### config.mk
export PLATFORM = sky130hd
export DESIGN_NAME = phys_reg_free_list
export DESIGN_NICKNAME = d
export VERILOG_FILES = /design/src/rtl/mips_core_pkg.sv /design/src/rtl/priority_encoder_32.sv /design/src/rtl/phys_reg_free_list.sv
export SDC_FILE = /design/constraint.sdc
export NUM_CORES = 1
export LEC_CHECK = 0
export ABC_AREA = 0
export CORE_UTILIZATION = 55
export CTS_CLUSTER_SIZE = 28
export DETAILED_ROUTE_END_ITERATION = 7
export MAX_ROUTING_LAYER = met4
export PLACE_DENSITY = 0.73
export SYNTH_ARGS = -nofsm -noshare
export SYNTH_HDL_FRONTEND = slang
export SYNTH_HIERARCHICAL = 1
export SYNTH_SLANG_ARGS = --single-unit
### constraint.sdc
create_clock -name clk -period 9.05 [get_ports clk]
set_input_delay 1.81 -clock clk [delete_from_list [all_inputs] [get_ports clk]]
set_output_delay 1.81 -clock clk [all_outputs]
set_load 0.1 [all_outputs]
### src/rtl/mips_core_pkg.sv
// Shared types and constants for the mips_core rename stage.
// Pure declarations, no timing.
// No flow control.
package mips_core_pkg;

    localparam int PREG_W     = 6;
    localparam int FL_COUNT_W = 7;
    localparam int NUM_PREGS  = 64;
    localparam int NUM_ARCH   = 32;

    // Architectural registers start identity-mapped onto pregs 0..NUM_ARCH-1.
    localparam logic [NUM_PREGS-1:0] USED_RST  = (64'd1 << NUM_ARCH) - 64'd1;
    localparam logic [NUM_PREGS-1:0] FREE_RST  = ~USED_RST;
    localparam logic [FL_COUNT_W-1:0] COUNT_RST = FL_COUNT_W'(NUM_PREGS - NUM_ARCH);

    typedef logic [PREG_W-1:0] preg_t;

    typedef enum logic {
        RUN     = 1'b0,
        RECOVER = 1'b1
    } fl_state_t;

    function automatic logic [FL_COUNT_W-1:0] popcount64(input logic [NUM_PREGS-1:0] v);
        logic [FL_COUNT_W-1:0] n;
        n = '0;
        for (int i = 0; i < NUM_PREGS; i++) begin
            n = n + FL_COUNT_W'(v[i]);
        end
        return n;
    endfunction

endpackage

### src/rtl/priority_encoder_32.sv
// Lowest-index priority encoder over a 32-bit request vector.
// Purely combinational, zero latency.
// No flow control; o_vld is low when no request bit is set.
module priority_encoder_32 (
    input  logic [31:0] i_req,
    output logic        o_vld,
    output logic [4:0]  o_idx
);

    // Scan from the top so the lowest set bit is the last one written.
    always_comb begin
        o_idx = '0;
        for (int i = 31; i >= 0; i--) begin
            if (i_req[i]) begin
                o_idx = 5'(i);
            end
        end
    end

    assign o_vld = |i_req;

endmodule

### src/rtl/phys_reg_free_list.sv
// Physical register free list: offers the lowest free preg, takes commits/releases, restores on flush.
// Offer is combinational; grant, release and commit take effect at the next edge; flush costs one RECOVER cycle.
// Rename must stall while alloc_valid is low (no queuing). Optional checker: define FREE_LIST_CHECK_EN.
module phys_reg_free_list
    import mips_core_pkg::*;
(
    input  logic       clk,
    input  logic       rst_n,
    input  logic       alloc_req,
    output logic       alloc_valid,
    output logic [5:0] alloc_preg,
    input  logic       commit_valid,
    input  logic [5:0] commit_preg,
    input  logic       release_valid,
    input  logic [5:0] release_preg,
    input  logic       flush,
    output logic [6:0] free_count,
`ifdef FREE_LIST_CHECK_EN
    output logic       err_sticky,
`endif
    output logic       empty
);

    logic [NUM_PREGS-1:0]  r_free;
    logic [NUM_PREGS-1:0]  r_used;
    fl_state_t             r_state;
    logic [FL_COUNT_W-1:0] r_count;

    logic                  w_lo_vld;
    logic                  w_hi_vld;
    logic [4:0]            w_lo_idx;
    logic [4:0]            w_hi_idx;
    preg_t                 w_alloc_preg;
    logic                  w_alloc_valid;
    logic                  w_grant;
    logic [NUM_PREGS-1:0]  w_used_next;
    logic [NUM_PREGS-1:0]  w_free_next;
    logic [FL_COUNT_W-1:0] w_count_next;

    priority_encoder_32 u_enc_lo (
        .i_req (r_free[31:0]),
        .o_vld (w_lo_vld),
        .o_idx (w_lo_idx)
    );

    priority_encoder_32 u_enc_hi (
        .i_req (r_free[63:32]),
        .o_vld (w_hi_vld),
        .o_idx (w_hi_idx)
    );

    // Low half wins whenever it has anything free; the half bit becomes the preg MSB.
    assign w_alloc_preg  = w_lo_vld ? {1'b0, w_lo_idx} : {1'b1, w_hi_idx};
    assign w_alloc_valid = (r_state == RUN) & ~flush & (w_lo_vld | w_hi_vld);
    assign w_grant       = alloc_req & w_alloc_valid;

    assign alloc_valid = w_alloc_valid;
    assign alloc_preg  = w_alloc_preg;
    assign free_count  = r_count;
    assign empty       = (r_count == '0);

    // Next-state bitmaps; flush rebuilds free from committed state including this cycle's updates.
    always_comb begin
        w_used_next = r_used;
        if (commit_valid)  w_used_next[commit_preg]  = 1'b1;
        if (release_valid) w_used_next[release_preg] = 1'b0;

        w_free_next = r_free;
        if (w_grant)       w_free_next[w_alloc_preg] = 1'b0;
        if (release_valid) w_free_next[release_preg] = 1'b1;

        w_count_next = r_count + FL_COUNT_W'(release_valid) - FL_COUNT_W'(w_grant);

        if (flush) begin
            w_free_next  = ~w_used_next;
            w_count_next = popcount64(~w_used_next);
        end
    end

    // Bitmap, count and recovery state registers.
    always_ff @(posedge clk or negedge rst_n) begin
        if (!rst_n) begin
            r_free  <= FREE_RST;
            r_used  <= USED_RST;
            r_state <= RUN;
            r_count <= COUNT_RST;
        end else begin
            r_free  <= w_free_next;
            r_used  <= w_used_next;
            r_state <= flush ? RECOVER : RUN;
            r_count <= w_count_next;
        end
    end

`ifdef FREE_LIST_CHECK_EN
    logic r_err;
    logic w_rel_free;
    logic w_com_free;
    logic w_same_preg;
    logic w_cnt_bad;
    logic w_err_now;

    assign w_rel_free  = release_valid & r_free[release_preg];
    assign w_com_free  = commit_valid & r_free[commit_preg];
    assign w_same_preg = release_valid & commit_valid & (release_preg == commit_preg);
    assign w_cnt_bad   = (r_count != popcount64(r_free));
    assign w_err_now   = w_rel_free | w_com_free | w_same_preg | w_cnt_bad;
    assign err_sticky  = r_err;

    // Sticky error flag, cleared only by reset.
    always_ff @(posedge clk or negedge rst_n) begin
        if (!rst_n) begin
            r_err <= 1'b0;
        end else begin
            r_err <= r_err | w_err_now;
        end
    end

`ifndef SYNTHESIS
    // Report illegal core behaviour as it happens.
    always_ff @(posedge clk) begin
        if (rst_n) begin
            assert (!w_rel_free)  else $warning("free list: release of already-free preg %0d", release_preg);
            assert (!w_com_free)  else $warning("free list: commit of free preg %0d", commit_preg);
            assert (!w_same_preg) else $warning("free list: release and commit of preg %0d together", release_preg);
            assert (!w_cnt_bad)   else $warning("free list: count %0d disagrees with bitmap", r_count);
        end
    end
`endif
`endif

endmodule

======== Word level (Yosys, flattened, before mapping) ========
Index checks and enable logic that the tools add are counted.
cells by class
  reduce and logical (&&, ||, !) cells .... 6
  add/subtract/negate cells ............... 65
  $lt $le $gt $ge ......................... 6
  multiplexer cells ....................... 78
  bitwise operators ....................... 13
operator list
  operator            number
  $add 7x1->7         58
  $mux 5              64
  $mux 64             5
  $not 64->64         3
  $and 64x64->64      2
  $or 64x64->64       2
  $reduce_or 32->1    2
  $lt 6x7->1 const B  3
  $demux 1 s6         3
  $ge 6x1->1 const B  3
  $add 6x1->7         1
  $logic_not 7->1     1
  $mux 7              1
  $sub 7x1->7         1
  $add 5x1->6         1
  $mux 6              1
  $add 4x1->5         1
  $add 3x1->4         1
  $mux 1              4
  $add 2x1->3         1
  $and 1x1->1         3
  $logic_and 1x1->1   3
  $add 1x1->2         1
  $not 1->1           2
  $or 1x1->1          1
word-level totals
  output and inout port bits .............. 15
  logic and storage cells ................. 172
  flip-flop bits (word level) ............. 136
  bits of input ports ..................... 18

======== Depth between registers and ports, before layout ========
  word-level depth ........................ 73
  depth in mapped cells ................... 25
  depth with buffers taken out ............ 23

======== Cells and area by module ========
The synthesis kept the hierarchy.
modules (own cells, without submodules)
  module               sequential area each (um2)  times used  cells each  area an instance (um2)
  phys_reg_free_list   3484.6                      1           857         8409.3
  priority_encoder_32  0.0                         2           65          385.4

======== Least setup slack after synthesis ========
Ideal clock, no wire load.
  path type ............................... in2reg
  start point ............................. in commit_preg[5]
  end point ............................... reg r_count[6], in the netlist free_count[6]
  path slack .............................. 0.510 ns
  path buffers ............................ 1
  arrival time ............................ 8.395 ns
  cell stages on the path ................. 21
  data required time ...................... 8.905 ns
  library setup time ...................... 0.145 ns
  path through ............................ clkbuf_1 -> nor3b_1 -> a21oi_1 -> or2_2 -> fa_1 -> fa_1 -> fa_1 -> inv_1 -> fa_1 -> inv_1 -> fa_1 -> fa_1 -> fa_1 -> inv_1 -> fa_1 -> inv_1 -> fa_1 -> a21o_1 -> a22o_1 -> o311ai_0 -> nand4_1
on the way
  word-level cells in the longest chain between the ends .. 73
  elaborated cells between the ends (all ways) .. 74
  those cells by class .................... add/sub (63); order compare (2); mux (5); bitwise (3); reduce/logical (1)
RTL lines
  item                                                            RTL line                  RTL
  start, declared                                                 phys_reg_free_list.sv:13  input logic [5:0] commit_preg,
  $lt 6x7->1 (not written as such) or $ge 6x1->1 (tied branches)  phys_reg_free_list.sv:65  if (commit_valid) w_used_next[commit_preg] = 1'b1;
  $logic_and 1x1->1 (not written as such)                         phys_reg_free_list.sv:65
  $mux 1 (not written as such)                                    phys_reg_free_list.sv:65
  $demux 1 s6 *                                                   phys_reg_free_list.sv:65
  $or 64x64->64 (no source line) *                                -
  $mux 64 *                                                       phys_reg_free_list.sv:65
  $and 64x64->64 (no source line)                                 -
  $mux 64 *                                                       phys_reg_free_list.sv:66  if (release_valid) w_used_next[release_preg] = 1'b0;
  (+3 left out)                                                   -
  $add 3x1->4                                                     mips_core_pkg.sv:27       n = n + FL_COUNT_W'(v[i]);
  $add 4x1->5                                                     mips_core_pkg.sv:27
  $add 5x1->6                                                     mips_core_pkg.sv:27
  $add 6x1->7                                                     mips_core_pkg.sv:27
  $add 7x1->7 (56 in a row)                                       mips_core_pkg.sv:27
  $add 7x1->7 *                                                   mips_core_pkg.sv:27
  $mux 7 *                                                        phys_reg_free_list.sv:74  if (flush) begin
  net w_count_next[6]                                             phys_reg_free_list.sv:38  logic [FL_COUNT_W-1:0] w_count_next;
  end signal, assigned                                            phys_reg_free_list.sv:91  r_count <= w_count_next;
  end, declared                                                   phys_reg_free_list.sv:27  logic [FL_COUNT_W-1:0] r_count;
Mark *: on every way through the listed nets, which the timed path passes. The rest lies on a longest branch.

======== Final worst setup path ========
  start point ............................. in release_valid
  end point ............................... reg r_count[6], in the netlist free_count[6]
on the way
  word-level cells in the longest chain between the ends .. 66
  elaborated cells between the ends (all ways) .. 68
  those cells by class .................... add/sub (65); mux (2); bitwise (1)
RTL lines
  item                       RTL line                  RTL
  start, declared            phys_reg_free_list.sv:14  input logic release_valid,
  $mux 64                    phys_reg_free_list.sv:66
  $not 64->64                phys_reg_free_list.sv:76  w_count_next = popcount64(~w_used_next);
  $add 1x1->2                mips_core_pkg.sv:27
  $add 2x1->3                mips_core_pkg.sv:27
  $add 3x1->4                mips_core_pkg.sv:27
  $add 4x1->5                mips_core_pkg.sv:27
  $add 5x1->6                mips_core_pkg.sv:27
  $add 6x1->7                mips_core_pkg.sv:27
  $add 7x1->7 (57 in a row)  mips_core_pkg.sv:27
  $mux 7 *                   phys_reg_free_list.sv:74
  net w_count_next[6]        phys_reg_free_list.sv:38
Marked as above.

==> results summary <==
The flow ran to the end, and the final reports show no timing, DRC or antenna violations. Leaving out fill and tap cells, the most frequent cells in the layout are nor2_1, a21oi_1, nand2_1. STA classifies the critical path startpoint as a primary input. Setup repair after global routing left no endpoint under its margin.

The start point of the worst hold path is r_used[39]$_DFF_PN0_. The starting density of the core came out at 0.5696. The clock-pin slew on the worst setup and hold paths came out at 0.06 ns. The root buffer cell chosen for the clock tree is clkbuf_16. Of all nets on the critical path, the largest fanout is 6. The die area is approximately 17000 um^2. The clock latency at the later pin of the worst-skew pair is about 0.42 ns. The minimum clock period after layout came out at 8.629 ns.

The number of iterations in the first detailed-routing pass is 6. The number of pins with negative max-slew slack in the final report is 0. The combined area of the multi-input logic cells came out at 5244 um^2. The synthesized netlist cell count is 987.

The number of enable-type register cells in the synthesized netlist is 0. The area added between synthesis and finish is 17.02%. The number of buffer cells added on primary ports came out at 32.

The average wire length per cell after detail routing is 22.66 um. The floorplan die height is about 130 um. For this design, the CTS-stage hold fixing added 0 buffers. At the pin with the least slew margin, the transition time is 0.9707 ns. The share of post-route cells with drive strength above 1 is 0.2009. The worst max-slew margin expressed relative to the limit is 0.3508.

The I/O pin total came out at 33. The via count of the first global-routing pass was 7762. Across the run, the number of max-cap violations was 0.

The met1 track utilization from global routing is 0.4947. Counting distinct cell types in the post-synthesis netlist gives 73. The upper clock frequency limit came out at 115.9 MHz.

The register area came out at 3485 um^2. TritonCTS built the clock tree. For this block, the initial DRC count from the detailed router was 1299. The clock tree skew after final layout is approximately 0.0070 ns. The antenna cell count came out at 0. The global routing met2 resource utilization is 0.5198. The number of endpoints with negative hold slack in the final report is 0. Detailed placement ended at an HPWL of approximately 22000 um.

The Yosys step of the flow raised 6 warnings. The critical setup path kind is primary input to flip-flop. The worst hold path belongs to the class flip-flop to flip-flop.

The net total in the final layout came out at 1164. After detailed routing, the number of remaining DRC violations is 0. Of all flip-flops after synthesis, the portion carrying an async set or reset was 1.000. The cell area that synthesis handed to floorplanning was 9180 um^2.

The initial antenna violation count came out at 0. In this run the horizontal extent of the chip is 131.2 um. The via-per-instance ratio came out at 6.242. The final weighted congestion in routability-driven placement came out at 0.9699.

At the worst endpoint, the required time is 9.34 ns. The most crowded layer after global routing is met2. After synthesis the netlist holds a flip-flop and latch count of 136. Dividing the final minimum period by the clock period gives 0.9535. The total setup violations reported at the end of the flow is 0.

The number of antenna-violating nets in the routed design came out at 0. The sum of overflow across all layers after global routing came out at 0. The most critical setup path has its startpoint at release_valid. The library cell used most frequently in the layout, excluding fill and tap cells, is nor2_1. Clock tree synthesis inserted a total of 17 buffers. The worst register-to-register path begins at r_used[1]$_DFF_PN1_. The met3 track demand over resource is 0.08102. The total routing usage reported by global routing is 0.3634. The post-synthesis average cell area came out at 9.301 um^2.

Of the synthesized area, sequential elements account for 0.3796. The post-synthesis net count came out at approximately 1100. The filler cell count in the final layout came out at roughly 1300.

The utilization after layout came out at 0.6666. The H-tree level count is 4. The top flip-flop cell by instance count after synthesis is dfrtp_1. The number of clock sinks came out at 136. The worst setup path is captured at a flip-flop. STA puts the critical path data arrival time at 8.92 ns. The core region is 16120 um^2. The first-pass GRT wire length came out at 45400 um. Entering global routing, the biggest net connects 90 pins. The number of standard-cell rows in the floorplan came out at 46. In this run, post-CTS repair resized a total of 0 instances. Summed over all layers, the routed wires come to 29370 um. The maximum number of buffers from clock root to sink is 2.

The post-CTS repair timing setup buffer count came out at 0. The total number of vias is 8090.
-- per-layer routing --
layer	wire (um)	share of wire
met1	12130	0.41
met2	13140	0.45
met3	3042	0.10
met4	1062	0.036
met5	0	0
-- flip-flops by register name, summed over array words and instances (netlist names) --
signal      flops
free_count      7
r_free         64
r_state         1
r_used         64
-- through the flow --
stage	worst slack (ns)	TNS, ns	hold slack (ns)	instance area (um^2)	std cells
2_1_floorplan	0.5102	0	0.4562	9180	987
3_3_place_gp	0.06541	0	0.4727	10110	1264
3_5_place_dp	-0.003396	-0.003396	0.4846	10110	1264
4_1_cts	0.4368	0	0.5005	10740	1296
5_1_grt	0.08854	0	0.5079	10740	1296
6_report	0.4209	0	0.5001	10740	1296
-- path summary, 6_finish.rpt --
path / end / slack (ns) / depth (start not counted)
worst min register to register: r_used[39]$_DFF_PN0_ / 0.50 / 2
min in group asynchronous: r_used[50]$_DFF_PN0_ / 1.42 / 1
worst max register to register: free_count[6]$_DFF_PN0_ / 2.55 / 19
worst max-delay path: free_count[6]$_DFF_PN0_ / 0.42 / 23
max in group asynchronous: r_free[4]$_DFF_PN0_ / 6.40 / 2
worst min-delay path: r_used[39]$_DFF_PN0_ / 0.50 / 2
-- critical path, cell delays in order --
cell and delay, ns:
clkdlybuf4s50_1 0.51, nor2b_1 0.28, nand3_1 0.38, buf_4 0.28, nor2_1 0.18, or2_2 0.15, fa_1 0.40, inv_1 0.08
fa_1 0.45, fa_1 0.43, inv_1 0.09, fa_1 0.44, fa_1 0.52, fa_1 0.51, fa_1 0.54, inv_1 0.05
fa_1 0.54, inv_1 0.07, fa_1 0.44, a21o_1 0.18, a22o_1 0.19, o311ai_0 0.28, nand4_1 0.12
-- cell usage after synthesis, types with 8 or more instances --
cell type  count  area [um^2]
dfstp_2       65         1708
o21ai_0       13        65.06
nor4_1        15        93.84
a21oi_1      134        670.6
nand2_1       78        292.8
inv_1         77        289.0
o31ai_1       11        82.58
clkbuf_1      30        112.6
dfrtp_1       71         1777
ha_1          24        300.3
nor3_1        17        85.08
nor2_1       152        570.6
fa_1          55         1101
nor3b_1        9        67.56
nor3_2        10        100.1
a211o_1       57        499.2
nand3_1       10        50.05
nor2b_1        8        50.05
or2_2         18        112.6
-- cell families (layout without fill, tap and decap cells) --
kind of cell               Yosys count  in the layout  synth area share
and+or+nand+nor                    369            369            0.2057
AOI/OAI and AO/OA                  275            275            0.1964
DFF                                136            136            0.3796
buffers and inverters              117            210           0.04975
adders and majority gates           79             79            0.1527
muxes                                7              7           0.01213
xor gates and xnor gates             4              4          0.003817
-- cell type report --
class                   instances  share of cell area
inverters                      82             0.02912
well taps                     216             0.02516
multi-input cells             734              0.4881
repair buffers                 96             0.07419
clock inverters                 7             0.01293
flip-flops and latches        136              0.3244
clock buffers                  25             0.04612
Power is left out: the tool's default activity adds up to more than one toggle a clock period on the data nets, which glitch-free logic cannot reach.
